===== src/rtl/fpdiv_seq.sv =====
// Sequential floating-point divider: radix-2 restoring mantissa division, one quotient bit per clock.
// Define FPDIV_RNE_EN for round-to-nearest-even (one extra iteration); otherwise results truncate.
module fpdiv_seq #(
  parameter int EXPW = 8,
  parameter int MANW = 23
) (
  input  logic               clk,
  input  logic               rst,
  input  logic               start,
  input  logic [EXPW+MANW:0] opa,
  input  logic [EXPW+MANW:0] opb,
  input  logic [EXPW-1:0]    bias,
  output logic               busy,
  output logic               done,
  output logic [EXPW+MANW:0] result,
  output logic               dz,
  output logic               invalid,
  output logic               ovf,
  output logic               unf
);

  localparam int FW = EXPW + MANW + 1;
`ifdef FPDIV_RNE_EN
  localparam int NITER = MANW + 3;
`else
  localparam int NITER = MANW + 2;
`endif
  localparam int CW = $clog2(NITER + 1);

  localparam logic signed [EXPW+1:0] EMAX = {2'b00, {EXPW{1'b1}}};
  localparam logic signed [EXPW+1:0] EONE = {{(EXPW+1){1'b0}}, 1'b1};
  localparam logic [FW-1:0]          QNAN = {1'b0, {EXPW{1'b1}}, 1'b1, {(MANW-1){1'b0}}};

  typedef enum logic [1:0] {IDLE, DIV, NORM, FIN} state_t;
  typedef enum logic [2:0] {CL_NUM, CL_NAN, CL_INV, CL_DZ, CL_INF, CL_ZERO} class_t;

  state_t                  state;
  class_t                  cls;
  class_t                  clsin;
  logic                    sgn;
  logic signed [EXPW+1:0]  expv;
  logic [MANW+1:0]         rem;
  logic [MANW:0]           dvs;
  logic [NITER-1:0]        quo;
  logic [CW-1:0]           cnt;

  logic [EXPW-1:0]         ea, eb;
  logic [MANW-1:0]         ma, mb;
  logic                    azero, ainf, anan, bzero, binf, bnan;

  logic                    geq;
  logic [MANW:0]           diff;

  logic [MANW-1:0]         mann;
  logic signed [EXPW+1:0]  expn;
  logic [FW-1:0]           resn;
  logic                    ovfn, unfn;
`ifdef FPDIV_RNE_EN
  logic                    guard, stk;
  logic [MANW:0]           sum;
`endif

  assign ea = opa[FW-2:MANW];
  assign eb = opb[FW-2:MANW];
  assign ma = opa[MANW-1:0];
  assign mb = opb[MANW-1:0];

  assign azero = (ea == '0);
  assign bzero = (eb == '0);
  assign ainf  = (ea == '1) && (ma == '0);
  assign binf  = (eb == '1) && (mb == '0);
  assign anan  = (ea == '1) && (ma != '0);
  assign bnan  = (eb == '1) && (mb != '0);

  // Operand class is fixed at accept; the divider still runs so latency never depends on it.
  always_comb begin
    clsin = CL_NUM;
    if (anan || bnan)
      clsin = CL_NAN;
    else if ((azero && bzero) || (ainf && binf))
      clsin = CL_INV;
    else if (bzero && !ainf)
      clsin = CL_DZ;
    else if (ainf)
      clsin = CL_INF;
    else if (azero || binf)
      clsin = CL_ZERO;
  end

  // Partial remainder stays below 2*d, so the subtraction result always fits MANW+1 bits.
  assign geq  = (rem >= {1'b0, dvs});
  assign diff = geq ? (rem[MANW:0] - dvs) : rem[MANW:0];

  always_comb begin
    mann = '0;
    expn = expv;
    resn = '0;
    ovfn = 1'b0;
    unfn = 1'b0;
`ifdef FPDIV_RNE_EN
    guard = 1'b0;
    stk   = (rem != '0);
    if (quo[NITER-1]) begin
      mann  = quo[MANW+1:2];
      guard = quo[1];
      stk   = (rem != '0) | quo[0];
    end else begin
      mann  = quo[MANW:1];
      guard = quo[0];
      expn  = expv - EONE;
    end
    sum  = {1'b0, mann} + {{MANW{1'b0}}, guard & (stk | mann[0])};
    mann = sum[MANW-1:0];
    if (sum[MANW])
      expn = expn + EONE;
`else
    if (quo[NITER-1]) begin
      mann = quo[MANW:1];
    end else begin
      mann = quo[MANW-1:0];
      expn = expv - EONE;
    end
`endif
    case (cls)
      CL_NAN, CL_INV: resn = QNAN;
      CL_DZ, CL_INF:  resn = {sgn, {EXPW{1'b1}}, {MANW{1'b0}}};
      CL_ZERO:        resn = {sgn, {(FW-1){1'b0}}};
      default: begin
        if (expn >= EMAX) begin
          resn = {sgn, {EXPW{1'b1}}, {MANW{1'b0}}};
          ovfn = 1'b1;
        end else if (expn[EXPW+1] || (expn == '0)) begin
          resn = {sgn, {(FW-1){1'b0}}};
          unfn = 1'b1;
        end else begin
          resn = {sgn, expn[EXPW-1:0], mann};
        end
      end
    endcase
  end

  always_ff @(posedge clk) begin
    if (rst) begin
      state   <= IDLE;
      cls     <= CL_NUM;
      busy    <= 1'b0;
      done    <= 1'b0;
      result  <= '0;
      dz      <= 1'b0;
      invalid <= 1'b0;
      ovf     <= 1'b0;
      unf     <= 1'b0;
      sgn     <= 1'b0;
      expv    <= '0;
      rem     <= '0;
      dvs     <= '0;
      quo     <= '0;
      cnt     <= '0;
    end else begin
      case (state)
        IDLE: begin
          if (start) begin
            state   <= DIV;
            busy    <= 1'b1;
            dz      <= 1'b0;
            invalid <= 1'b0;
            ovf     <= 1'b0;
            unf     <= 1'b0;
            cls     <= clsin;
            sgn     <= opa[FW-1] ^ opb[FW-1];
            expv    <= $signed({2'b00, ea}) - $signed({2'b00, eb}) + $signed({2'b00, bias});
            rem     <= {2'b01, ma};
            dvs     <= {1'b1, mb};
            quo     <= '0;
            cnt     <= '0;
          end
        end
        DIV: begin
          quo <= {quo[NITER-2:0], geq};
          rem <= {diff, 1'b0};
          cnt <= cnt + 1'b1;
          if (cnt == CW'(NITER - 1))
            state <= NORM;
        end
        NORM: begin
          state   <= FIN;
          done    <= 1'b1;
          result  <= resn;
          dz      <= (cls == CL_DZ);
          invalid <= (cls == CL_INV);
          ovf     <= ovfn;
          unf     <= unfn;
        end
        FIN: begin
          state <= IDLE;
          done  <= 1'b0;
          busy  <= 1'b0;
        end
        default: state <= IDLE;
      endcase
    end
  end

endmodule


===== config.mk =====
export PLATFORM = sky130hd
export DESIGN_NAME = fpdiv_seq
export DESIGN_NICKNAME = d
export VERILOG_FILES = /design/src/rtl/fpdiv_seq.sv
export SDC_FILE = /design/constraint.sdc
export NUM_CORES = 1
export LEC_CHECK = 0
export CORE_ASPECT_RATIO = 1.5
export CORE_MARGIN = 2
export CORE_UTILIZATION = 56
export DETAILED_ROUTE_END_ITERATION = 7
export GPL_TIMING_DRIVEN = 0
export PLACE_DENSITY = 0.83
export RECOVER_POWER = 25
export SETUP_SLACK_MARGIN = 0.5
export SYNTH_ARGS = -nofsm -noshare
export SYNTH_HDL_FRONTEND = slang
export SYNTH_SLANG_ARGS = --single-unit

===== constraint.sdc =====
create_clock -name clk -period 3.8 [get_ports clk]
set_clock_uncertainty 0.05 [all_clocks]
set_input_delay 0.76 -clock clk [delete_from_list [all_inputs] [get_ports clk]]
set_output_delay 0.76 -clock clk [all_outputs]
set_load 0.05 [all_outputs]

# Word-level counts from Yosys, hierarchy flattened
# Cells that the tools add are included.
word_totals:
  elab_cells: 101
  output_inout_bits: 38
  regBits: 133
op_classes:
  reduce_logical: 32
  addsub: 5
  muxes: 33
  bitwise: 1
  eq_ne: 13
  magnitude_cmp: 2
op_table:
  columns: ["cell", "n"]
  rows:
  - ["$pmux 25 s2", 2]
  - ["$pmux 32 s3", 1]
  - ["$mux 31", 2]
  - ["$mux 25", 2]
  - ["$logic_not 23->1", 2]
  - ["$reduce_bool 23->1", 2]
  - ["$ge 25x24->1", 1]
  - ["$mux 24", 1]
  - ["$sub 24x24->24", 1]
  - ["$mux 23", 1]
  - ["$eq 8x8->1 const B", 2]
  - ["$logic_not 8->1", 2]
  - ["$mux 3", 5]
  - ["$pmux 1 s2", 6]
  - ["$add 9x9->10", 1]
  - ["$ge 10x9->1 const B", 1]
  - ["$logic_not 10->1", 1]
  - ["$mux 10", 1]
  - ["$pmux 5 s2", 1]
  - ["$reduce_and 2->1", 5]
  - ["$sub 10x2->10 const B", 1]
  - ["$sub 8x8->9", 1]
  - ["$pmux 2 s4", 1]
  - ["$reduce_bool 2->1", 4]
  - ["other kinds (18)", 39]

# Depth between registers and ports, before layout
logic_depth:
  depth_word: 8
  ltp_mapped: 17

# Worst setup path before layout
# OpenSTA, ideal clock, no wires.
synth_path:
  path_kind: "input to register"
  startpoint: "input opa[23]"
  endpoint: "register expv[8]"
  t_required_ps: 3680
  cell_stages: 13
  path_slack_ps: 499
  t_arrival_ps: 3180
  setup_time_ps: 70
  n_path_buf: 0
  cell_sequence: "inv_1 ha_1 fa_1 inv_1 fa_1 a21o_1 a21oi_1 nor2b_1 o21a_1 o41ai_1 xor2_1 nand2_1 a21oi_1"
synth_via:
  elab_chain_cells: 2
synth_lines:
  columns: ["element", "line", "source"]
  rows:
  - ["from (decl)", "10", "input logic [EXPW+MANW:0] opa,"]
  - ["$sub 8x8->9", "171", "expv <= $signed({2'b00, ea}) - $signed({2'b00, eb}) + $signed({2'b00, bias});"]
  - ["$add 9x9->10", "171", null]
  - ["to (signal assigned)", "171", null]
  - ["to (decl)", "41", "logic signed [EXPW+1:0] expv;"]
# No other way between the ends.
# A chain may end at the register's enable or synchronous reset.

# Final worst setup path
layout_path:
  startpoint: "register dvs[1]"
  endpoint: "register rem[13]"
layout_via:
  elab_chain_cells: 3
  elab_cells_between_ends: 4
layout_lines:
  columns: ["element", "line", "source"]
  rows:
  - ["from (decl)", "43", "logic [MANW:0] dvs;"]
  - ["from (signal assigned)", "173", "dvs <= {1'b1, mb};"]
  - ["$sub 24x24->24 / $ge 25x24->1 (equally long branches)", "92, 91", null]
  - ["$mux 24 (*)", "92", "assign diff = geq ? (rem[MANW:0] - dvs) : rem[MANW:0];"]
  - ["$pmux 25 s2 (*)", "160", "case (state)"]
  - ["to (signal assigned)", "172", "rem <= {2'b01, ma};"]
  - ["to (signal assigned)", "180", "rem <= {diff, 1'b0};"]
  - ["to (decl)", "42", "logic [MANW+1:0] rem;"]
# Mark *: on every way between the ends. The rest lies on a longest branch, timed or not.

==> results.sh <==
export IMPL_setup_viol=0
export IMPL_dr_pass1_iters=7
export IMPL_antenna_found_initial=1
export IMPL_antenna_cells=0
export IMPL_die_h_um=153
export IMPL_area_growth_pct=25.5
export IMPL_cap_violations=0
export IMPL_ys_top_cells_by_area="dfxtp_1 32%, ha_1 7.1%, a21oi_1 5.7%"
export IMPL_grt_pass1_wl_mm=41.1
export IMPL_core_area_um2=14500
export IMPL_hold_class="flop to flop"
export IMPL_rows=54
export IMPL_synth_seq_cells=133
export IMPL_maxClockFrequency_mhz=314
export IMPL_p_comb_share_pct=46.2
export IMPL_hold_violations=0
export IMPL_crit_path_end_kind="flop"
export IMPL_clock_power_share_pct=27.3
export IMPL_fin_crit_ns=3.18
export IMPL_rsz0062_at_grt="false"
export IMPL_vias=8523
export IMPL_dp_slack_ns=-0.213
export IMPL_port_buffers=111
export IMPL_syn_area_per_cell_um2=7.87
export IMPL_detailedRoute_firstIterationViolations=518
export IMPL_netSwitchingPower_uw=2590
export IMPL_worstPathMaxFanout=10
export IMPL_final_core_util_pct=71.5
export IMPL_hpwl_mm=18.6
export IMPL_die_width_um=103
export IMPL_yosysUniqueCellTypes=67
export IMPL_yosysSeqAreaShare_pct=32.3
export IMPL_grtUsageTotal_pct=33.3
export IMPL_critPathLaunchType="flop"
export IMPL_cts_tree="done"
export IMPL_slew_violations=0
export IMPL_worstSetupPathType="flop to flop"
export IMPL_critPathSlowestCell="dfxtp_1"
export IMPL_worst_ep_arrival_time_ns=3.48
export IMPL_wl_per_cell_um=18.6
export IMPL_dieArea_um2=15700
export IMPL_synthCells=1046
export IMPL_maxSlewHeadroom_pct=30.1
export IMPL_yosysWarningCount=0
export IMPL_period_share_pct=83.7
export IMPL_cts_path_max_buffers=2
export IMPL_grt_max_degree=17
export IMPL_grt_ovfl_total=0
export IMPL_crit_top_cell="buf_2"
export IMPL_ant_nets=0
export IMPL_nNetsFinal=1309
export IMPL_pwr_share_seq_pct=26.5
export IMPL_worst_ir_drop_vdd_mv=0.476
export IMPL_synth_main_ff_cell="dfxtp_1"
export IMPL_run_status="finished clean"
export IMPL_h_tree_depth=4
export IMPL_ys_async_sr_fraction_pct=0
export IMPL_p_leak_uw=0.00401
export IMPL_fillerInstances=1167
export IMPL_path_cells="inv_1 > ha_1 > nor2b_1 > o31a_1 > o21ai_0 > a21boi_2 > o21ai_1 > a21o_1 > buf_2 > buf_2 > nand4_1 > o211ai_1"
export IMPL_synth_top_area_cell="dfxtp_1"
export IMPL_grt_pass1_vias=8464
export IMPL_cpPeakStageDelay_ns=0.38
export IMPL_drive_gt1_share_pct=9.94
export IMPL_numCtsBuffers=17
export IMPL_syn_area_um2=8230
export IMPL_ios=113
export IMPL_synth_edf_count=0
export IMPL_cts_num_sinks=133
export IMPL_drc=0
export IMPL_fin_ws_ns=0.618
export IMPL_initial_core_util_pct=56.9
export IMPL_p_int_uw=3630
export IMPL_root_buffer="clkbuf_16"
export IMPL_p_per_area_nw_per_um2=601
export IMPL_netlist_area_leader_share_pct=32.3
export IMPL_worstPathRequired_ns=4.09
export IMPL_clk_latency_ns=0.43
export IMPL_holdWs_ns=0.403
export IMPL_gp_congestion=1.03
export IMPL_path_clk_slew_ns=0.06
export IMPL_post_drt_via_cell_ratio=6.12
export IMPL_swShare_pct=41.6
export IMPL_wl_mm=25.9
export IMPL_synth_most_common_cell="dfxtp_1"
export IMPL_netlist_top_cells_count="133 x dfxtp_1, 118 x nor2_1, 94 x a21oi_1, 94 x nand2_1, 54 x inv_1"
export IMPL_worst_pin_slew_ns=1.04
export IMPL_synth_nets=1171
## worst max-delay path: cells and delay by family, from the launching register on
family	cells	cell delay, ns
AOI/OAI and AO/OA	6	1.46
and+or+nand+nor	2	0.30
DFF	1	0.38
adders and majority gates	1	0.29
buffers and inverters	3	0.62
## power by group through the flow
stage / sequential (uW) / clock (uW) / combinational, uW
after global placement: 1670 / 0 / 2630
final: 1650 / 1690 / 2870
after detailed placement: 1670 / 0 / 2670
after floorplan: 1720 / 0 / 1920
after global routing: 1660 / 1760 / 3110
after CTS: 1650 / 1700 / 2750
## area by class of cell
cell class / instances / area, um^2 / area share, %
multi-input combinational: 794 / 5160 / 50.0
sequential: 133 / 2660 / 25.8
timing repair buffer: 119 / 1160 / 11.3
clock buffer: 18 / 439 / 4.25
buffer: 65 / 288 / 2.79
tap: 196 / 245 / 2.37
inverter: 54 / 203 / 1.96
clock inverter: 14 / 164 / 1.59
## state kept, by name, indices dropped and copies added (netlist names)
| register | cells |
|---|---|
| expv | 10 |
| dz | 1 |
| done | 1 |
| rem | 25 |
| ovf | 1 |
| result | 32 |
| busy | 1 |
| sgn | 1 |
| cls | 3 |
| dvs | 24 |
| state | 2 |
| quo | 25 |
| unf | 1 |
| cnt | 5 |
| invalid | 1 |
## what timing repair did
item	CTS	global route
hold buffers	0	0
buffers inserted	6	2
gates resized for setup	17	15
setup endpoints to repair	5	14
pin swaps	5	5
## cells by family (layout without fill, tap and decap cells)
family                   Yosys count  count (layout)  synth area share (%)
XOR/XNOR                          38              38                  4.04
AND/OR/NAND/NOR                  382             382                  22.4
buffers and inverters            119             270                  5.94
AO/OA/AOI/OAI                    298             298                  23.9
flip-flops                       133             133                  32.3
multiplexers                      26              26                  3.51
adder cells (fa/ha/maj)           50              50                  7.87
## cell usage in the layout (no fill, tap or decap), types with 6 or more instances in the layout
cell type	n
nor2_1	118
a31oi_1	21
xor2_1	12
nand4_1	12
inv_1	54
or3_1	7
a211oi_1	7
dfxtp_1	133
a21o_1	12
a21oi_1	89
ha_1	44
a21oi_2	17
xnor2_1	26
nand3_1	29
mux2_2	23
o21a_1	13
buf_4	8
nor2b_1	31
clkbuf_1	50
and3_1	7
nor3_1	28
a22oi_1	46
nor4_1	16
nand2b_1	9
clkbuf_16	17
o211ai_1	10
o21ai_0	32
nand2_1	94
dlygate4sd3_1	24
a41oi_1	6
clkdlybuf4s50_1	82
## path summary, 6_finish.rpt
check	cells past startpoint	from	slack [ns]	to
worst min-delay path	2	dvs[19]	0.40	dvs[19]
worst min register to register	2	dvs[19]	0.40	dvs[19]
worst max register to register	12	dvs[1]	0.62	rem[13]
worst max-delay path	12	dvs[1]	0.62	rem[13]
## routing by layer
metal / vias to the layer above / wire length (um) / GRT usage (%)
met1: 4010 / 9420 / 36.2
met4: 2 / 1380 / 19.5
li1: 4032 / - / -
met3: 112 / 1890 / 7.66
met5: - / 16 / 0
met2: 367 / 13200 / 57.3
## metrics by stage
stage | instance area, um^2 | power (uW) | cells | TNS [ns]
2_1_floorplan | 8240 | 3630 | 1046 | 0
3_3_place_gp | 9600 | 4300 | 1353 | -0.446
3_5_place_dp | 9600 | 4340 | 1353 | -0.508
4_1_cts | 10300 | 6090 | 1391 | 0
5_1_grt | 10300 | 6540 | 1393 | 0
6_report | 10300 | 6210 | 1393 | 0
Note: power is estimated with default switching activity, not from simulation.
